## src/rtl/fir_loader_if.sv

```systemverilog
// Control/data bundle between a FIR loader and whoever feeds it buffer writes and start requests.
// The master side writes buffers and starts sequences; the slave side is the loader itself.
interface fir_loader_if #(
   parameter int TAPS = 16,
   parameter int W    = 16
);
   localparam int AW = $clog2(TAPS);

   logic          wr_en;
   logic          wr_sel;
   logic [AW-1:0] wr_addr;
   logic [W-1:0]  wr_data;
   logic          start;
   logic [7:0]    run_len;
   logic          abort;
   logic          busy;
   logic          done;
   logic          wr_err;
   logic          wind;
   logic          load;
   logic          in_valid;
   logic [W-1:0]  data;

   modport master (
      output wr_en, wr_sel, wr_addr, wr_data, start, run_len, abort,
      input  busy, done, wr_err, wind, load, in_valid, data
   );

   modport slave (
      input  wr_en, wr_sel, wr_addr, wr_data, start, run_len, abort,
      output busy, done, wr_err, wind, load, in_valid, data
   );
endinterface

```

## src/rtl/fir_loader.sv

```systemverilog
// Sequences coefficient wind-in, sample load and run strobes into a FIR from two local buffers.
// Optional macro FIR_LOADER_COEF_SKIP_EN skips the wind phase when coefficients are unchanged.
module fir_loader #(
   parameter int TAPS = 16,
   parameter int W    = 16
) (
   input  logic          clk,
   input  logic          rstb,
   fir_loader_if.slave   bus
);
   localparam int AW = $clog2(TAPS);
   localparam int PW = AW + 1;

   typedef enum logic [2:0] {IDLE, WIND, LOAD, RUN, DONE} state_t;

   state_t        state_q, state_d;
   logic [PW-1:0] phase_q, phase_d;
   logic [7:0]    run_cnt_q, run_cnt_d;
   logic [7:0]    run_len_q, run_len_d;
   logic [W-1:0]  coef_q [TAPS];
   logic [W-1:0]  coef_d [TAPS];
   logic [W-1:0]  samp_q [TAPS];
   logic [W-1:0]  samp_d [TAPS];

   logic          busy_q, busy_d;
   logic          done_q, done_d;
   logic          wr_err_q, wr_err_d;
   logic          wind_q, wind_d;
   logic          load_q, load_d;
   logic          in_valid_q, in_valid_d;
   logic [W-1:0]  data_q, data_d;

`ifdef FIR_LOADER_COEF_SKIP_EN
   logic          coef_dirty_q, coef_dirty_d;
`endif

   logic          last_phase;
   logic          wr_ok;

   assign last_phase = (phase_q == PW'(TAPS - 1));
   assign wr_ok      = bus.wr_en && (state_q == IDLE) && !bus.start;

   always_ff @(posedge clk) begin
      if (!rstb) begin
         state_q    <= IDLE;
         phase_q    <= '0;
         run_cnt_q  <= '0;
         run_len_q  <= '0;
         busy_q     <= 1'b0;
         done_q     <= 1'b0;
         wr_err_q   <= 1'b0;
         wind_q     <= 1'b0;
         load_q     <= 1'b0;
         in_valid_q <= 1'b0;
         data_q     <= '0;
         for (int i = 0; i < TAPS; i++) begin
            coef_q[i] <= '0;
            samp_q[i] <= '0;
         end
`ifdef FIR_LOADER_COEF_SKIP_EN
         coef_dirty_q <= 1'b1;
`endif
      end else begin
         state_q    <= state_d;
         phase_q    <= phase_d;
         run_cnt_q  <= run_cnt_d;
         run_len_q  <= run_len_d;
         busy_q     <= busy_d;
         done_q     <= done_d;
         wr_err_q   <= wr_err_d;
         wind_q     <= wind_d;
         load_q     <= load_d;
         in_valid_q <= in_valid_d;
         data_q     <= data_d;
         coef_q     <= coef_d;
         samp_q     <= samp_d;
`ifdef FIR_LOADER_COEF_SKIP_EN
         coef_dirty_q <= coef_dirty_d;
`endif
      end
   end

   always_comb begin
      state_d   = state_q;
      phase_d   = phase_q;
      run_cnt_d = run_cnt_q;
      run_len_d = run_len_q;
      case (state_q)
         IDLE: begin
            if (bus.start) begin
               run_len_d = bus.run_len;
               phase_d   = '0;
               run_cnt_d = '0;
               state_d   = WIND;
`ifdef FIR_LOADER_COEF_SKIP_EN
               if (!coef_dirty_q) state_d = LOAD;
`endif
            end
         end
         WIND: begin
            if (bus.abort) begin
               state_d = IDLE;
               phase_d = '0;
            end else if (last_phase) begin
               state_d = LOAD;
               phase_d = '0;
            end else begin
               phase_d = phase_q + PW'(1);
            end
         end
         LOAD: begin
            if (bus.abort) begin
               state_d = IDLE;
               phase_d = '0;
            end else if (last_phase) begin
               phase_d   = '0;
               run_cnt_d = '0;
               state_d   = (run_len_q == 8'd0) ? DONE : RUN;
            end else begin
               phase_d = phase_q + PW'(1);
            end
         end
         RUN: begin
            // run_len_q is nonzero here, so the subtraction never wraps
            if (bus.abort) begin
               state_d = IDLE;
            end else if (run_cnt_q == run_len_q - 8'd1) begin
               state_d = DONE;
            end else begin
               run_cnt_d = run_cnt_q + 8'd1;
            end
         end
         DONE:    state_d = IDLE;
         default: state_d = IDLE;
      endcase
   end

   // Outputs are decoded from the next state so the registered strobes line up with the state they describe
   always_comb begin
      busy_d     = (state_d != IDLE);
      done_d     = (state_d == DONE);
      wind_d     = (state_d == WIND);
      load_d     = (state_d == LOAD);
      in_valid_d = (state_d == RUN);
      wr_err_d   = bus.wr_en && ((state_q != IDLE) || bus.start);
      case (state_d)
         WIND:    data_d = coef_q[phase_d[AW-1:0]];
         LOAD:    data_d = samp_q[phase_d[AW-1:0]];
         RUN:     data_d = samp_q[TAPS-1];
         default: data_d = '0;
      endcase
   end

   always_comb begin
      coef_d = coef_q;
      samp_d = samp_q;
      if (wr_ok) begin
         if (bus.wr_sel) samp_d[bus.wr_addr] = bus.wr_data;
         else            coef_d[bus.wr_addr] = bus.wr_data;
      end
   end

`ifdef FIR_LOADER_COEF_SKIP_EN
   always_comb begin
      coef_dirty_d = coef_dirty_q;
      if (wr_ok && !bus.wr_sel) coef_dirty_d = 1'b1;
      if ((state_q == WIND) && !bus.abort && last_phase) coef_dirty_d = 1'b0;
   end
`endif

   assign bus.busy     = busy_q;
   assign bus.done     = done_q;
   assign bus.wr_err   = wr_err_q;
   assign bus.wind     = wind_q;
   assign bus.load     = load_q;
   assign bus.in_valid = in_valid_q;
   assign bus.data     = data_q;
endmodule

```

## src/flat_wrapper.sv

```systemverilog
// flat-port wrapper written by rule: the top's interface ports become plain ports
module fir_loader_flat 
#(
   parameter int TAPS = 16,
   parameter int W    = 16
)
  (clk, rstb, bus_wr_en, bus_wr_sel, bus_wr_addr, bus_wr_data, bus_start, bus_run_len, bus_abort, bus_busy, bus_done, bus_wr_err, bus_wind, bus_load, bus_in_valid, bus_data);
  fir_loader_if #(.TAPS(TAPS), .W(W)) bus_i ();
  input  logic clk;
  input  logic rstb;
  input wire logic [$bits(bus_i.wr_en)-1:0] bus_wr_en;
  input wire logic [$bits(bus_i.wr_sel)-1:0] bus_wr_sel;
  input wire logic [$bits(bus_i.wr_addr)-1:0] bus_wr_addr;
  input wire logic [$bits(bus_i.wr_data)-1:0] bus_wr_data;
  input wire logic [$bits(bus_i.start)-1:0] bus_start;
  input wire logic [$bits(bus_i.run_len)-1:0] bus_run_len;
  input wire logic [$bits(bus_i.abort)-1:0] bus_abort;
  output wire logic [$bits(bus_i.busy)-1:0] bus_busy;
  output wire logic [$bits(bus_i.done)-1:0] bus_done;
  output wire logic [$bits(bus_i.wr_err)-1:0] bus_wr_err;
  output wire logic [$bits(bus_i.wind)-1:0] bus_wind;
  output wire logic [$bits(bus_i.load)-1:0] bus_load;
  output wire logic [$bits(bus_i.in_valid)-1:0] bus_in_valid;
  output wire logic [$bits(bus_i.data)-1:0] bus_data;
  assign bus_i.wr_en = bus_wr_en;
  assign bus_i.wr_sel = bus_wr_sel;
  assign bus_i.wr_addr = bus_wr_addr;
  assign bus_i.wr_data = bus_wr_data;
  assign bus_i.start = bus_start;
  assign bus_i.run_len = bus_run_len;
  assign bus_i.abort = bus_abort;
  assign bus_busy = bus_i.busy;
  assign bus_done = bus_i.done;
  assign bus_wr_err = bus_i.wr_err;
  assign bus_wind = bus_i.wind;
  assign bus_load = bus_i.load;
  assign bus_in_valid = bus_i.in_valid;
  assign bus_data = bus_i.data;
  fir_loader #(.TAPS(TAPS), .W(W)) u_core (.clk(clk), .rstb(rstb), .bus(bus_i));
endmodule
```

## config.mk

```make
export PLATFORM = sky130hd
export DESIGN_NAME = fir_loader_flat
export DESIGN_NICKNAME = d
export VERILOG_FILES = /design/src/rtl/fir_loader_if.sv /design/src/rtl/fir_loader.sv /design/src/flat_wrapper.sv
export SDC_FILE = /design/constraint.sdc
export NUM_CORES = 2
export LEC_CHECK = 0
export CORE_MARGIN = 2
export CORE_UTILIZATION = 50
export CTS_BUF_LIST = sky130_fd_sc_hd__clkbuf_4
export CTS_CLUSTER_SIZE = 20
export DETAILED_ROUTE_END_ITERATION = 16
export PLACE_DENSITY = 0.76
export SYNTH_ARGS = -nofsm -noshare
export SYNTH_HDL_FRONTEND = slang
export SYNTH_SLANG_ARGS = --single-unit
```

## constraint.sdc

```tcl
create_clock -name clk -period 5.1 [get_ports clk]
set_clock_uncertainty 0.2 [all_clocks]
set_input_delay 0.765 -clock clk [delete_from_list [all_inputs] [get_ports clk]]
set_output_delay 0.765 -clock clk [all_outputs]
set_load 0.02 [all_outputs]
```

* After elaboration in Yosys (flattened, before gate mapping) *
Index checks and enable logic that the tools add are counted.

word-level totals
  flip-flop bits (word level) = 558
  word-level logic and storage cells = 115
  output and inout port bits = 22

cells by class
  multiplexer cells = 30
  reduce and logical (&&, ||, !) cells = 18
  $lt $le $gt $ge = 3
  bitwise logic cells = 3
  equal/unequal tests = 14
  add/subtract/negate cells = 3

operators by type and width
  operator                                                               number
  256-bit bitwise mux                                                    2
  16-bit binary-select mux with 4-bit select                             2
  16-bit two-way mux                                                     5
  16-bit demux with 4-bit select                                         1
  16-bit case mux with 3 select lines                                    1
  8-bit two-way mux                                                      5
  3-bit two-way mux                                                      8
  8-bit case mux with 3 select lines                                     1
  5-bit two-way mux                                                      3
  3-bit by 2-bit equality test with 1-bit output, second input constant  4
  3-bit case mux with 4 select lines                                     1
  5-bit greater-or-equal comparator, second input constant               2
  4-bit inverter with 5-bit output                                       2
  5-bit case mux with 2 select lines                                     1
  3-bit nonzero test                                                     3
  8-bit by 1-bit adder with 8-bit output, second input constant          1
  8-bit equality test                                                    1
  8-bit zero test                                                        1
  2-bit != test, second input constant                                   4
  2-bit AND reduction                                                    4
  8-bit by 1-bit subtractor with 8-bit output, second input constant     1
  3-bit by 1-bit equality test with 1-bit output, second input constant  2
  6-bit AND reduction                                                    1
  5-bit by 1-bit adder with 5-bit output, second input constant          1
  11 further kinds                                                       14

* Longest topological paths before layout *
  depth in word-level cells = 9
  mapped depth = 11

* Worst setup path before layout *
No wires, ideal clock.

  path kind = register to register
  from = register u_core.run_len_q[0]
  to = register u_core.data_q[10] (netlist: u_core.bus.data[10])
  path slack = 2265 ps
  arrival = 2506 ps
  required time = 4771 ps
  stages on the path, launching flop included = 11
  path through = dfxtp_1 inv_1 ha_1 or2b_1 a21boi_0 o32ai_1 or4b_4 a311o_2 o21ai_4 buf_6 a31oi_1

on the way
  word-level cells in the longest chain between the ends = 7

RTL lines
  what                                                                                                                     line                                  RTL
  start, declared                                                                                                          fir_loader.sv:19                      logic [7:0] run_len_q, run_len_d;
  start signal, assigned                                                                                                   fir_loader.sv:67                      run_len_q <= run_len_d;
  8-bit by 1-bit subtractor with 8-bit output / 8-bit zero test (equally long branches)                                    fir_loader.sv:127, fir_loader.sv:118
  8-bit equality test / 3-bit two-way mux (equally long branches)                                                          fir_loader.sv:127, fir_loader.sv:118
  3-bit two-way mux (on tied branches)                                                                                     fir_loader.sv:127, fir_loader.sv:115
  3-bit two-way mux (on tied branches)                                                                                     fir_loader.sv:125, fir_loader.sv:112
  3-bit case mux with 4 select lines *                                                                                     fir_loader.sv:88                      case (state_q)
  3-bit by 2-bit equality test with 1-bit output / 3-bit by 1-bit equality test with 1-bit output (equally long branches)  fir_loader.sv:146                     case (state_d)
  16-bit case mux with 3 select lines *                                                                                    fir_loader.sv:146
  end signal, assigned                                                                                                     fir_loader.sv:74                      data_q <= data_d;
  end, declared                                                                                                            fir_loader.sv:31                      logic [W-1:0] data_q, data_d;

Mark *: on every way between the ends. The rest lies on a longest branch, timed or not.
A chain may end at the register's enable or synchronous reset.

* Worst setup path after layout *
  from = register u_core.phase_q[0]
  to = register u_core.data_q[4] (netlist: u_core.bus.data[4])

on the way
  word-level cells in the longest chain between the ends = 9

RTL lines
  what                                                                                                             line                                                    RTL
  start, declared                                                                                                  fir_loader.sv:17                                        logic [PW-1:0] phase_q, phase_d;
  start signal, assigned                                                                                           fir_loader.sv:65                                        phase_q <= phase_d;
  5-bit by 1-bit adder with 5-bit output / 5-bit by 4-bit equality test with 1-bit output (equally long branches)  fir_loader.sv:108, fir_loader.sv:120, fir_loader.sv:40
  5-bit two-way mux                                                                                                fir_loader.sv:104, fir_loader.sv:115
  5-bit two-way mux                                                                                                fir_loader.sv:112                                       if (bus.abort) begin
  5-bit case mux with 2 select lines                                                                               fir_loader.sv:88
  4-bit inverter with 5-bit output (not written as such)                                                           fir_loader.sv:147, fir_loader.sv:148
  16-bit binary-select mux with 4-bit select (on tied branches)                                                    fir_loader.sv:148, fir_loader.sv:147
  16-bit two-way mux (on tied branches) (2 in series)                                                              fir_loader.sv:148, fir_loader.sv:147
  16-bit case mux with 3 select lines *                                                                            fir_loader.sv:146

Mark *: on every way between the ends. The rest lies on a longest branch, timed or not. The select of a mux whose other input is x is not followed.

==> results.yml <==
worst_setup_path:
  r2r_cells: 10
  r2r_start: "u_core.phase_q[0]"
  r2r-end: "u_core.bus.data[4]"
  startpoint: "u_core.phase_q[0]"
  critPathCapture: "u_core.bus.data[4]"
  worstSetupStartpointType: "register"
  critical_path.endpoint_type: "register"
  slowest_stage: "buf_4"
  critPathMaxStageDelay_ns: 0.77
  path_max_fanout: 120
  crit_required_ns: 5.77
  cp_cell_sequence: "ha_1 -> nand4b_1 -> nand4b_1 -> buf_12 -> buf_4 -> a21boi_0 -> o2111ai_1 -> a41oi_1 -> a31oi_1 -> a31oi_1"
  rrSetupSlack_ns: 0.76
  critical_path_class: "register to register"
  crit_arrival_ns: 5.01
sta:
  drv_slew: 0
  period_share_pct: 85.2
  fmax_ghz: 0.230
  whs_ns: 0.120
  setup_viol: 0
  rsz0062_at_grt: "no"
  setup_tns_ns: 0
  hold_viol_final: 0
  slew_headroom_pct: 11.7
  period_needed_ns: 4.34
  setup_ws_ns: 0.756
  tightest_slew_ns: 1.32
floorplan:
  num_rows: 82
  die_area_sq_um: 52500
  pin_count: 56
  fp.coreArea_sq_um: 50100
  fp.dieW_um: 229
  initial_core_util_pct: 50.6
  die_y_um: 229
global_route:
  antenna_found_initial: 4
  grt_pass1_vias: 23000
  grt_max_degree: 148
  grt_pass1_wl_mm: 128
  overflow: 0
  grt_usage_pct: 31.0
drt:
  vias_per_cell: 6.17
  dr.pass1.iters: 6
  wl_mm: 83.0
  vias: 24200
  dr.first_iter.drc_count: 3239
  drc_errors: 0
  antenna_left: 0
  avgRoutedWirePerCell_um: 21.1
synthesis:
  ys.warnings.count: 0
  synth_area_sq_um: 25400
  synth_common_cells: "nand2_1, dfxtp_1, a21oi_1"
  synth_most_common_cell: "nand2_1"
  synth-seq-cells: 558
  synth_top_cell_by_area: "dfxtp_1"
  synth_top_flop_cell: "dfxtp_1"
  synth.distinct_cells: 65
  synth-edff-count: 0
  yosysSeqAreaShare_pct: 44.1
  yosys-top-cells-area: "dfxtp_1, nand2_1, mux2i_1, a21oi_1, nor2_1"
  synth_area_per_cell_sq_um: 8.05
  syn_nets: 3188
  ys_async_sr_fraction_pct: 0
  synth_top_cell_area_share_pct: 44.1
  syn_inst: 3150
clock_network:
  clk_pin_slew_ns: 0.06
  cts_tree: "built"
  clk_latency_ns: 1.00
  cts_root_buf: "clkbuf_4"
  cts_buffers: 149
  htreeDepth: 4
  post_cts_buffers: 0
  cts_buffer_depth: 3
  cts_hold_buf: 0
  cts_resized: 0
  cts_sinks: 558
final_layout:
  multiInputGateArea_sq_um: 13000
  area_delta_synth_final_pct: 11.5
  drive_above_1_share_pct: 11.3
  regArea_sq_um: 11200
  n_fill_cell: 4603
  fin_nets: 3191
place:
  io_buffers: 55
  pre_cts_slack_ns: 0.587
  hpwl_mm: 49.9
  gp_congestion: 0.960
pwr:
  power_leakage_nw: 9.55
  peakVddDrop_uv: 176
  p_per_area_nw_per_um2: 316
status:
  status: "finished clean"
run:
  maxCapViolCount: 0
worst_hold_path:
  hold_class: "primary input to register"
[kinds of logic after synthesis]
family,Yosys count,synth area share [%]
xor gates and xnor gates,10,0.375
and+or+nand+nor,1304,21.8
buffers and inverters,307,5.05
AOI/OAI and AO/OA,699,17.9
adders and majority gates,4,0.197
DFF,558,44.1
muxes,268,10.6
[routing by layer]
metal  share of wire (%)  GRT usage [%]  up-vias
met2                  44           47.1     1384
met3                  11           7.78      255
li1                    -              -    11000
met4                 5.1           18.0        4
met1                  40           39.9    11600
met5               0.023              0        -
[layout make-up]
cell class,instances,share of cell area [%]
clock inverter,32,0.943
inverter,8,0.133
clock buffer,217,5.76
multi-input combinational,2285,45.8
tap,672,2.97
sequential,558,39.5
timing repair buffer,151,4.76
antenna,6,0.0531
[sequential cells by signal, summed over array words and instances (netlist names)]
register / flops
u_core.samp_q: 256
u_core.bus.wind: 1
u_core.bus.data: 16
u_core.phase_q: 5
u_core.run_cnt_q: 8
u_core.bus.busy: 1
u_core.bus.wr_err: 1
u_core.bus.load: 1
u_core.coef_q: 256
u_core.state_q: 3
u_core.run_len_q: 8
u_core.bus.done: 1
u_core.bus.in_valid: 1
[power by group]
group	switching, mW	internal (mW)	total (mW)
Sequential	0.0184	4.38	4.40
Combinational	0.368	0.119	0.487
Clock	1.91	2.15	4.06
[through the flow]
step / power, mW / area [sq um] / cells / util (%)
after floorplan: 4.79 / 25400 / 3150 / -
after global placement: 4.96 / 26400 / 3674 / 52.6
after detailed placement: 4.96 / 26400 / 3674 / 52.6
after CTS: 8.97 / 28200 / 3923 / 56.4
after global routing: 9.25 / 28300 / 3929 / 56.4
final: 8.94 / 28300 / 3929 / 56.4
[worst max-delay path, delay by kind of cell (launching register included)]
kind | cells | cell delay (ns)
fa+ha+maj | 1 | 0.29
simple gates | 2 | 0.47
flops | 1 | 0.48
compound gates | 5 | 1.66
buf+inv | 2 | 1.05
[cells in the final DEF (no fill, tap or decap), types with 6 or more instances in the layout]
cell type	instances
clkinv_1	15
dfxtp_1	558
clkbuf_4	217
clkdlybuf4s50_1	55
diode_2	6
and3_1	118
nor3_1	7
nor4_1	18
a211oi_1	64
nand3_1	62
nand3b_1	6
a31oi_1	33
o2111ai_1	61
a311oi_1	33
buf_12	6
inv_1	7
nor2_1	251
a21boi_0	62
xor2_1	6
a22oi_1	7
nor2b_1	6
mux2i_1	268
nor2_2	10
a32oi_1	25
a41oi_1	15
buf_4	90
a221oi_1	15
nand2_1	786
a21oi_1	353
nand2b_1	9
[worst min-delay path by stage]
| stage | start | endpoint | slack [ns] | depth (start not counted) |
|---|---|---|---|---|
| detailed placement | u_core.coef_q[204] | u_core.coef_q[204] | 0.24 | 2 |
| CTS | bus_run_len[6] | u_core.run_len_q[6] | 0.05 | 3 |
| finish | bus_run_len[6] | u_core.run_len_q[6] | 0.12 | 3 |
| global placement | u_core.samp_q[90] | u_core.samp_q[90] | 0.24 | 2 |
| floorplan | u_core.samp_q[126] | u_core.samp_q[126] | 0.23 | 2 |
| global route | bus_run_len[7] | u_core.run_len_q[7] | 0.09 | 3 |
No activity file was read; power rests on OpenSTA's default activity.
